**src/rtl/crosshair_cursor.sv**
```systemverilog
// crosshair_cursor: mouse-driven crosshair with per-frame clamped motion and shot pulse.
// Define CROSSHAIR_FLASH_EN to flash a solid box for FLASH_FRAMES frames after each shot.
module crosshair_cursor #(
  parameter int H_RES        = 640,
  parameter int V_RES        = 480,
  parameter int CURSOR_SIZE  = 16,
  parameter int ARM_WIDTH    = 2,
  parameter int FLASH_FRAMES = 4
) (
  input  logic       Clk,
  input  logic       Reset,
  input  logic       frame_clk,
  input  logic [9:0] DrawX,
  input  logic [9:0] DrawY,
  input  logic       mouse_valid,
  input  logic [8:0] mouse_dx,
  input  logic [8:0] mouse_dy,
  input  logic       mouse_btn,
  output logic       is_cursor,
  output logic [9:0] cursor_x,
  output logic [9:0] cursor_y,
  output logic       shot_pulse
);
  localparam logic [9:0]  X_MAX = 10'(H_RES - CURSOR_SIZE);
  localparam logic [9:0]  Y_MAX = 10'(V_RES - CURSOR_SIZE);
  localparam logic [9:0]  X0    = 10'((H_RES - CURSOR_SIZE) / 2);
  localparam logic [9:0]  Y0    = 10'((V_RES - CURSOR_SIZE) / 2);
  localparam logic [10:0] SZ    = 11'(CURSOR_SIZE);
  localparam logic [10:0] LO    = 11'(CURSOR_SIZE / 2 - ARM_WIDTH / 2);
  localparam logic [10:0] HI    = 11'(CURSOR_SIZE / 2 + ARM_WIDTH / 2 - 1);

  logic [11:0] acc_x, acc_y;
  logic        frame_s, frame_p, frame_edge, btn_q, flashing, in_box, arm;
  logic [10:0] rel_x, rel_y;

  function automatic logic [11:0] sat_add(input logic [11:0] a, input logic [8:0] d);
    logic [12:0] s;
    s = {a[11], a} + {{4{d[8]}}, d};
    return (s[12] ^ s[11]) ? (s[12] ? 12'h800 : 12'h7ff) : s[11:0];
  endfunction

  function automatic logic [9:0] clamp(input logic [9:0] p, input logic [11:0] a, input logic [9:0] mx);
    logic [12:0] s;
    s = {3'b000, p} + {a[11], a};
    return s[12] ? 10'd0 : (s > {3'b000, mx}) ? mx : s[9:0];
  endfunction

  assign frame_edge = frame_s & ~frame_p;
  assign rel_x      = {1'b0, DrawX} - {1'b0, cursor_x};
  assign rel_y      = {1'b0, DrawY} - {1'b0, cursor_y};
  assign in_box     = ~rel_x[10] & ~rel_y[10] & (rel_x < SZ) & (rel_y < SZ);
  assign arm        = (rel_x >= LO && rel_x <= HI) || (rel_y >= LO && rel_y <= HI);

  always_ff @(posedge Clk) begin
    if (Reset) begin
      frame_s    <= 1'b0;
      frame_p    <= 1'b0;
      cursor_x   <= X0;
      cursor_y   <= Y0;
      acc_x      <= '0;
      acc_y      <= '0;
      btn_q      <= 1'b0;
      shot_pulse <= 1'b0;
      is_cursor  <= 1'b0;
    end else begin
      frame_s    <= frame_clk;
      frame_p    <= frame_s;
      // a delta arriving on the edge cycle belongs to the next frame
      if (frame_edge) begin
        cursor_x <= clamp(cursor_x, acc_x, X_MAX);
        cursor_y <= clamp(cursor_y, acc_y, Y_MAX);
        acc_x    <= mouse_valid ? {{3{mouse_dx[8]}}, mouse_dx} : '0;
        acc_y    <= mouse_valid ? {{3{mouse_dy[8]}}, mouse_dy} : '0;
      end else if (mouse_valid) begin
        acc_x <= sat_add(acc_x, mouse_dx);
        acc_y <= sat_add(acc_y, mouse_dy);
      end
      if (mouse_valid) btn_q <= mouse_btn;
      shot_pulse <= mouse_valid & mouse_btn & ~btn_q;
      is_cursor  <= in_box & (arm | flashing);
    end
  end

`ifdef CROSSHAIR_FLASH_EN
  typedef enum logic {IDLE, FLASH} state_t;
  state_t     state, state_n;
  logic [3:0] cnt, cnt_n;

  always_ff @(posedge Clk) begin
    if (Reset) begin
      state <= IDLE;
      cnt   <= '0;
    end else begin
      state <= state_n;
      cnt   <= cnt_n;
    end
  end

  always_comb begin
    state_n = state;
    cnt_n   = cnt;
    if (shot_pulse) begin
      state_n = FLASH;
      cnt_n   = 4'(FLASH_FRAMES);
    end else if (state == FLASH && frame_edge) begin
      cnt_n   = cnt - 4'd1;
      state_n = (cnt == 4'd1) ? IDLE : FLASH;
    end
  end

  assign flashing = (state == FLASH);
`else
  assign flashing = 1'b0;
`endif
endmodule

```
**config.mk**
```make
export PLATFORM = sky130hd
export DESIGN_NAME = crosshair_cursor
export DESIGN_NICKNAME = d
export VERILOG_FILES = /design/src/rtl/crosshair_cursor.sv
export SDC_FILE = /design/constraint.sdc
export NUM_CORES = 1
export LEC_CHECK = 0
export ABC_AREA = 1
export BUFFER_PORTS_ARGS = -buffer_cell sky130_fd_sc_hd__buf_2
export CAP_MARGIN = 10
export CORE_MARGIN = 2
export CORE_UTILIZATION = 45
export DETAILED_ROUTE_END_ITERATION = 10
export GPL_TIMING_DRIVEN = 0
export PLACE_DENSITY = 0.7
export SLEW_MARGIN = 30
export SYNTH_ARGS = -nofsm -noshare
export SYNTH_HDL_FRONTEND = slang
export SYNTH_SLANG_ARGS = --single-unit
```
**constraint.sdc**
```tcl
create_clock -name Clk -period 3.05 [get_ports Clk]
set_input_delay 0 -clock Clk [delete_from_list [all_inputs] [get_ports Clk]]
set_output_delay 0 -clock Clk [all_outputs]
set_load 0.03 [all_outputs]
```
==> results of run 1 <==
## state kept, by name, indices dropped and copies added (netlist names), 10 cells and up
signal / count
acc_x: 12
acc_y: 12
cursor_x: 10
cursor_y: 10
## cell usage in the layout, fill, tap and decap left out, types with 4 or more instances in the layout
cell                        Yosys  routed
sky130_fd_sc_hd__dfxtp_1       49      49
sky130_fd_sc_hd__nand4_1       24      24
sky130_fd_sc_hd__o21ai_1       13      13
sky130_fd_sc_hd__nand2_1      314     314
sky130_fd_sc_hd__nand3_1       83      83
sky130_fd_sc_hd__o21ai_0       27      27
sky130_fd_sc_hd__a21oi_1       84      84
sky130_fd_sc_hd__xor2_1        11      11
sky130_fd_sc_hd__ha_1          64      64
sky130_fd_sc_hd__inv_1        130     130
sky130_fd_sc_hd__xnor2_1       12      12
sky130_fd_sc_hd__clkbuf_1      11      11
sky130_fd_sc_hd__fa_1           6       6
sky130_fd_sc_hd__buf_2          4      68
sky130_fd_sc_hd__nor2_1        71      71
sky130_fd_sc_hd__clkbuf_16      0       5
sky130_fd_sc_hd__nor3_1         6       6
sky130_fd_sc_hd__or2_2          4       4
sky130_fd_sc_hd__a21oi_2        5       5
sky130_fd_sc_hd__nand2_2        6       6
## area by class of cell
type,count,area [um2],area share [%]
multi-input cells,759,4130,64.7
flip-flops and latches,49,981,15.4
inverters,130,488,7.64
repair buffers,66,340,5.33
well taps,172,215,3.37
clock buffers,6,139,2.17
plain buffers,18,80.1,1.25
clock inverters,2,13.8,0.215
## metal layers
layer	GRT usage, %	routed length (um)	share of wire [%]
met5	0	0	0
met2	36.9	6520	46
met1	29.0	6900	48
met4	6.75	344	2.4
met3	2.23	487	3.4
## repair_timing
action,in CTS,in global routing
hold buffers,2,0
gates resized for setup,0,0
hold endpoints to repair,3,0
## critical path: stages (launching register included)
cell,delay [ns]
sky130_fd_sc_hd__dfxtp_1,0.37
sky130_fd_sc_hd__ha_1,0.24
sky130_fd_sc_hd__inv_1,0.09
sky130_fd_sc_hd__fa_1,0.42
sky130_fd_sc_hd__inv_1,0.10
sky130_fd_sc_hd__nand3_1,0.06
sky130_fd_sc_hd__nand2_1,0.14
sky130_fd_sc_hd__nand3_1,0.13
sky130_fd_sc_hd__nand4_1,0.16
sky130_fd_sc_hd__nand2_1,0.10
sky130_fd_sc_hd__a21oi_2,0.35
sky130_fd_sc_hd__nand2_1,0.10
sky130_fd_sc_hd__nand2_1,0.08
sky130_fd_sc_hd__a21oi_1,0.06
## power by group through the flow
| stage | Sequential, mW | Combinational, mW | Clock [mW] |
|---|---|---|---|
| 3_5_place_dp | 0.810 | 1.61 | 0 |
| 4_1_cts | 0.796 | 1.62 | 0.574 |
| 2_1_floorplan | 0.818 | 1.26 | 0 |
| 6_report | 0.798 | 1.63 | 0.568 |
| 3_3_place_gp | 0.809 | 1.59 | 0 |
| 5_1_grt | 0.809 | 1.88 | 0.601 |
## through the flow
stage               setup WS (ns)  instance area [um2]  total power, mW  std cells  hold WS, ns
detailed placement          0.531                 6220             2.42       1192        0.210
finish                      0.512                 6390             2.99       1202        0.105
floorplan                   0.742                 5680             2.08        956        0.107
global placement            0.550                 6220             2.40       1192        0.205
CTS                         0.511                 6390             2.99       1202        0.107
global route                0.285                 6390             3.29       1202        0.143
## logic make-up (layout without fill, tap and decap cells)
group / after synthesis / count (layout)
AOI/OAI and AO/OA: 141 / 141
xor gates and xnor gates: 23 / 23
adders and majority gates: 70 / 70
buffers and inverters: 148 / 222
DFF: 49 / 49
and+or+nand+nor: 525 / 525
## path summary, 6_finish.rpt
| check | start | endpoint | slack [ns] |
|---|---|---|---|
| setup / recovery | acc_y[0] | acc_y[1] | 0.51 |
| hold / removal | mouse_dy[0] | acc_y[0] | 0.10 |
| setup reg to reg | acc_y[0] | acc_y[1] | 0.51 |
| hold reg to reg | btn_q | shot_pulse | 0.44 |
==> impl_metrics.env, run 1 <==
export IMPL_avgRoutedWirePerCell_um=11.9
export IMPL_hold_viol=0
export IMPL_dpl_hpwl_um=12000
export IMPL_worstHoldPathCells=5
export IMPL_leakage_nw=3.52
export IMPL_setup_worst_path_end_class="flop"
export IMPL_synth_xor_area_share_pct=3.55
export IMPL_fin_skew_ns=0.00670
export IMPL_pin_count_of_the_biggest_net_entering_global_routing=16
export IMPL_drt_wl_total_um=14300
export IMPL_power_share_clock_pct=19.0
export IMPL_insertion_delay_ns=0.29
export IMPL_die_w_um=116
export IMPL_cts_max_level=2
export IMPL_post_route_drc_count=0
export IMPL_finalMaxSlewViolations=0
export IMPL_power_combinational_fraction_pct=54.4
export IMPL_netlist_top_cells_count="sky130_fd_sc_hd__nand2_1, sky130_fd_sc_hd__inv_1, sky130_fd_sc_hd__a21oi_1"
export IMPL_worstMarginPinSlew_ns=0.614
export IMPL_ys_seq_elements=49
export IMPL_synth_most_common_cell="sky130_fd_sc_hd__nand2_1"
export IMPL_timing_reg2reg_worst_path_depth=13
export IMPL_yosys_area_share_adder_pct=16.2
export IMPL_internal_power_mw=1.64
export IMPL_syn_nets=1069
export IMPL_worst_setup_path_start_kind="flop"
export IMPL_fin_crit_ns=2.54
export IMPL_cts_root_buffer_cell="sky130_fd_sc_hd__clkbuf_16"
export IMPL_switching_share_pct=45.1
export IMPL_initial_utilization_pct=45.6
export IMPL_place_congestion=0.930
export IMPL_critical_path_peak_fanout=8
export IMPL_ioPinCount=65
export IMPL_antennaDiodeCount=0
export IMPL_count_of_distinct_cell_types_in_the_synthesized_netlist=35
export IMPL_first_global_vias=5425
export IMPL_areaGrowthSynthToFinish_pct=12.5
export IMPL_num_vias=6029
export IMPL_max_freq_mhz=394
export IMPL_cts_clk_slew_worst_paths_ns=0.06
export IMPL_synth_seq_area_share_pct=17.3
export IMPL_worst_slew_margin_rel_pct=59.1
export IMPL_switching_power_mw=1.35
export IMPL_fp_coreArea_um2=12500
export IMPL_ant_nets=0
export IMPL_place_port_buffers=64
export IMPL_tritoncts_num_buffers=5
export IMPL_fin_util_pct=51.3
export IMPL_timing_worst_setup_path_type="flop to flop"
export IMPL_dieHeight_um=116
export IMPL_die_area_um2=13500
export IMPL_synth_compound_gate_area_share_pct=13.4
export IMPL_min_delay_path_class="input port to flop"
export IMPL_worst_ep_required_time_ns=3.20
export IMPL_drive_gt1_share_pct=9.90
export IMPL_drt_initial_drc_count=394
export IMPL_syn_cell_area_um2=5680
export IMPL_synth_area_leader_cell="sky130_fd_sc_hd__nand2_1"
export IMPL_grt_overflow_total=0
export IMPL_vias_per_cell=5.02
export IMPL_grt_antenna_before_repair=0
export IMPL_synth_top_flop_cell="sky130_fd_sc_hd__dfxtp_1"
export IMPL_ir_drop_mv=0.216
export IMPL_synth_edf_count=0
export IMPL_clock_sink_count=49
export IMPL_finalSetupTns_ns=0
export IMPL_yosys_top_cells_area="sky130_fd_sc_hd__nand2_1, sky130_fd_sc_hd__dfxtp_1, sky130_fd_sc_hd__ha_1"
export IMPL_filler_cell_count_in_the_final_layout=1349
export IMPL_power_density_nw_per_um2=469
export IMPL_synth_avg_cell_area_um2=5.94
export IMPL_cap_viol_max_count=0
export IMPL_synthSimpleGateAreaFrac_pct=39.6
export IMPL_cp_data_arrival_time_ns=2.69
export IMPL_yosys_mux_area_fraction_pct=0
export IMPL_cts_tree="done"
export IMPL_period_share_pct=83.2
export IMPL_status="completed"
export IMPL_asyncSetResetFlopFracSynth_pct=0
export IMPL_yosysTopAreaCellShare_pct=20.7
export IMPL_cts_root_to_sink_buffers=2
export IMPL_synth_top_family_by_area="simple AND/OR/NAND/NOR gates"
export IMPL_post_synth_inst_count=956
export IMPL_num_rows=41
export IMPL_post_cts_setup_buffers=0
export IMPL_synthesis_yosys_warnings=0
export IMPL_track_usage_pct=21.7
export IMPL_drt_pre_antenna_iters=5
export IMPL_grt_pass1_wl_um=24100
export IMPL_report_final_setup_viol=0
export IMPL_seq_power_share_pct=26.6
export IMPL_design_final_nets=1142
export IMPL_unrepaired_setup_endpoints_after_global_routing="no"
No activity file was read; power rests on OpenSTA's default activity.
==> run 2: changes to the inputs <==
- clock period: 3.05 -> 2.45 ns (I/O delays scaled with it)
==> run 2 against run 1 <==
  * Combinational power is 26% higher
  * Worst hold slack better by 0.0071 ns
  * Clock-buffer cell count stayed put
  * Clock skew is 0.00054 ns lower
  * Fmax is 11% higher
  * Die area stayed put
  * Core utilization is 0.60 points higher
  * Setup slack worse by 0.36 ns
==> impl_metrics.env, run 2 (synthesis gave the netlist of run 1 again) <==
export IMPL_status="completed"
export IMPL_cap_viol_max_count=0
export IMPL_worstMarginPinSlew_ns=0.614
export IMPL_wl_met3_um=508
export IMPL_ir_drop_mv=0.268
export IMPL_wl_met1_um=6910
export IMPL_dieHeight_um=116
export IMPL_vias_per_cell=5.01
export IMPL_avgRoutedWirePerCell_um=11.9
export IMPL_most_used_cells_in_the_layout_excluding_fill_and_tap_cells="sky130_fd_sc_hd__nand2_1, sky130_fd_sc_hd__inv_1, sky130_fd_sc_hd__a21oi_1, sky130_fd_sc_hd__nand3_1, sky130_fd_sc_hd__nor2_1"
export IMPL_timing_hold_worst_start="mouse_dx[2]"
export IMPL_insertion_delay_ns=0.29
export IMPL_tritoncts_num_buffers=5
export IMPL_track_usage_pct=21.7
export IMPL_antennaDiodeCount=0
export IMPL_timing_reg2reg_worst_path_depth=13
export IMPL_report_final_setup_viol=0
export IMPL_leakage_nw=3.53
export IMPL_critical_path_peak_fanout=7
export IMPL_dpl_hpwl_um=12000
export IMPL_first_global_vias=5436
export IMPL_fin_skew_ns=0.00616
export IMPL_areaGrowthSynthToFinish_pct=13.8
export IMPL_post_layout_total_power_mw=3.76
export IMPL_grt_pass1_wl_um=24100
export IMPL_fin_util_pct=51.9
export IMPL_cts_clk_slew_worst_paths_ns=0.07
export IMPL_final_hold_worst_slack_ns=0.112
export IMPL_pin_count_of_the_biggest_net_entering_global_routing=16
export IMPL_hold_viol=0
export IMPL_detailedPlace_worstSlack_ns=-0.0685
export IMPL_grt_antenna_before_repair=0
export IMPL_worstHoldPathCells=5
export IMPL_num_vias=6029
export IMPL_critical_path_max_stage_delay_ns=0.45
export IMPL_cp_data_arrival_time_ns=2.44
export IMPL_cts_tree="done"
export IMPL_placedInstanceArea_um2=6220
export IMPL_flop_to_flop_setup_slack_ns=0.16
export IMPL_fp_coreArea_um2=12500
export IMPL_cp_cell_sequence="ha_1 > fa_1 > or2_2 > a21oi_1 > nand3_1 > nand2_1 > inv_1 > nand3_1 > nand3_1 > nand2_2 > nand3_1 > nand2_1 > a21oi_1"
export IMPL_layout_commonest_cell="sky130_fd_sc_hd__nand2_1"
export IMPL_drt_wl_total_um=14300
export IMPL_top_signal_layer_used="met4"
export IMPL_top_regs="acc_x x12, acc_y x12"
export IMPL_num_rows=41
export IMPL_design_final_nets=1144
export IMPL_grt_overflow_total=0
export IMPL_finalMaxSlewViolations=0
export IMPL_die_area_um2=13500
export IMPL_max_freq_mhz=436
export IMPL_post_route_drc_count=0
export IMPL_regToRegEndpoint="cursor_x[6]"
export IMPL_place_port_buffers=64
export IMPL_clock_sink_count=49
export IMPL_timing_critical_path_slowest_stage_cell="sky130_fd_sc_hd__fa_1"
export IMPL_cts_root_buffer_cell="sky130_fd_sc_hd__clkbuf_16"
export IMPL_power_density_nw_per_um2=582
export IMPL_die_w_um=116
export IMPL_worst_slew_margin_rel_pct=59.1
export IMPL_period_share_pct=93.7
export IMPL_min_delay_path_class="input port to flop"
export IMPL_cts_max_level=2
export IMPL_critical_path_top_cell_by_count="sky130_fd_sc_hd__nand3_1"
export IMPL_fin_crit_ns=2.29
export IMPL_drt_pre_antenna_iters=5
export IMPL_met2RoutedLength_um=6580
export IMPL_final_cell_area_excluding_filler_cells_um2=6460
export IMPL_worst_r2r_startpoint="acc_x[0]"
export IMPL_setup_worst_path_end_class="flop"
export IMPL_worst_setup_path_start_kind="flop"
export IMPL_min_to="acc_x[2]"
export IMPL_drive_gt1_share_pct=11.2
export IMPL_initial_utilization_pct=45.6
export IMPL_worst_ep_required_time_ns=2.60
export IMPL_cts_root_to_sink_buffers=2
export IMPL_final_critical_path_setup_slack_ns=0.155
export IMPL_unrepaired_setup_endpoints_after_global_routing="no"
export IMPL_place_congestion=0.930
export IMPL_timing_worst_setup_path_type="flop to flop"
export IMPL_ioPinCount=65
export IMPL_drt_initial_drc_count=425
export IMPL_ant_nets=0
[run 2: cell types whose count changed in the layout (fill, tap and decap cells not counted), sizes merged]
cell,change
buf,+2
[run 2: what timing repair did]
action	CTS	global route
pin swaps	1	5
setup endpoints to repair	9	23
gates resized for setup	3	15
setup buffers	0	1
hold buffers	2	0
cloned	0	1
endpoints found under the hold margin	3	0
[run 2: final cells by class]
class / instances / area [um2]
clock inverter: 2 / 13.8
multi-input combinational: 759 / 4180
clock buffer: 6 / 139
tap: 172 / 215
buffer: 18 / 83.8
fill: 1345 / 6000
inverter: 130 / 488
sequential: 49 / 988
timing repair buffer: 68 / 355
[run 2: how the worst max path moves through the flow]
stage	end	cells after the start	startpoint	slack, ns
detailed placement	acc_y[1]	13	acc_y[0]	-0.07
CTS	acc_y[1]	13	acc_y[0]	-0.0004
global placement	acc_y[1]	13	acc_y[0]	-0.05
finish	cursor_x[6]	13	acc_x[0]	0.16
global route	cursor_x[6]	13	acc_x[0]	0.01
floorplan	cursor_x[5]	13	cursor_x[0]	0.14
[run 2: through the flow]
step	setup TNS, ns	cells
final	0	1204
after global routing	0	1204
after CTS	-0.000386	1202
after detailed placement	-0.326	1192
after global placement	-0.225	1192
after floorplan	0	956
[run 2: worst max-delay path, delay by kind of cell, from the launching register on]
family	cells	cell delay, ns
DFF	1	0.36
adders and majority gates	2	0.65
AOI/OAI and AO/OA	2	0.19
and+or+nand+nor	8	0.91
buffers and inverters	1	0.04
[run 2: power breakdown]
part / switching, mW / internal (mW)
clock network: 0.299 / 0.406
logic: 1.29 / 0.777
registers: 0.110 / 0.885
[run 2: per-layer routing]
metal,track usage [%],up-vias
li1,-,3258
met4,6.83,0
met3,2.39,23
met1,28.9,2637
met2,36.9,111
met5,0,-
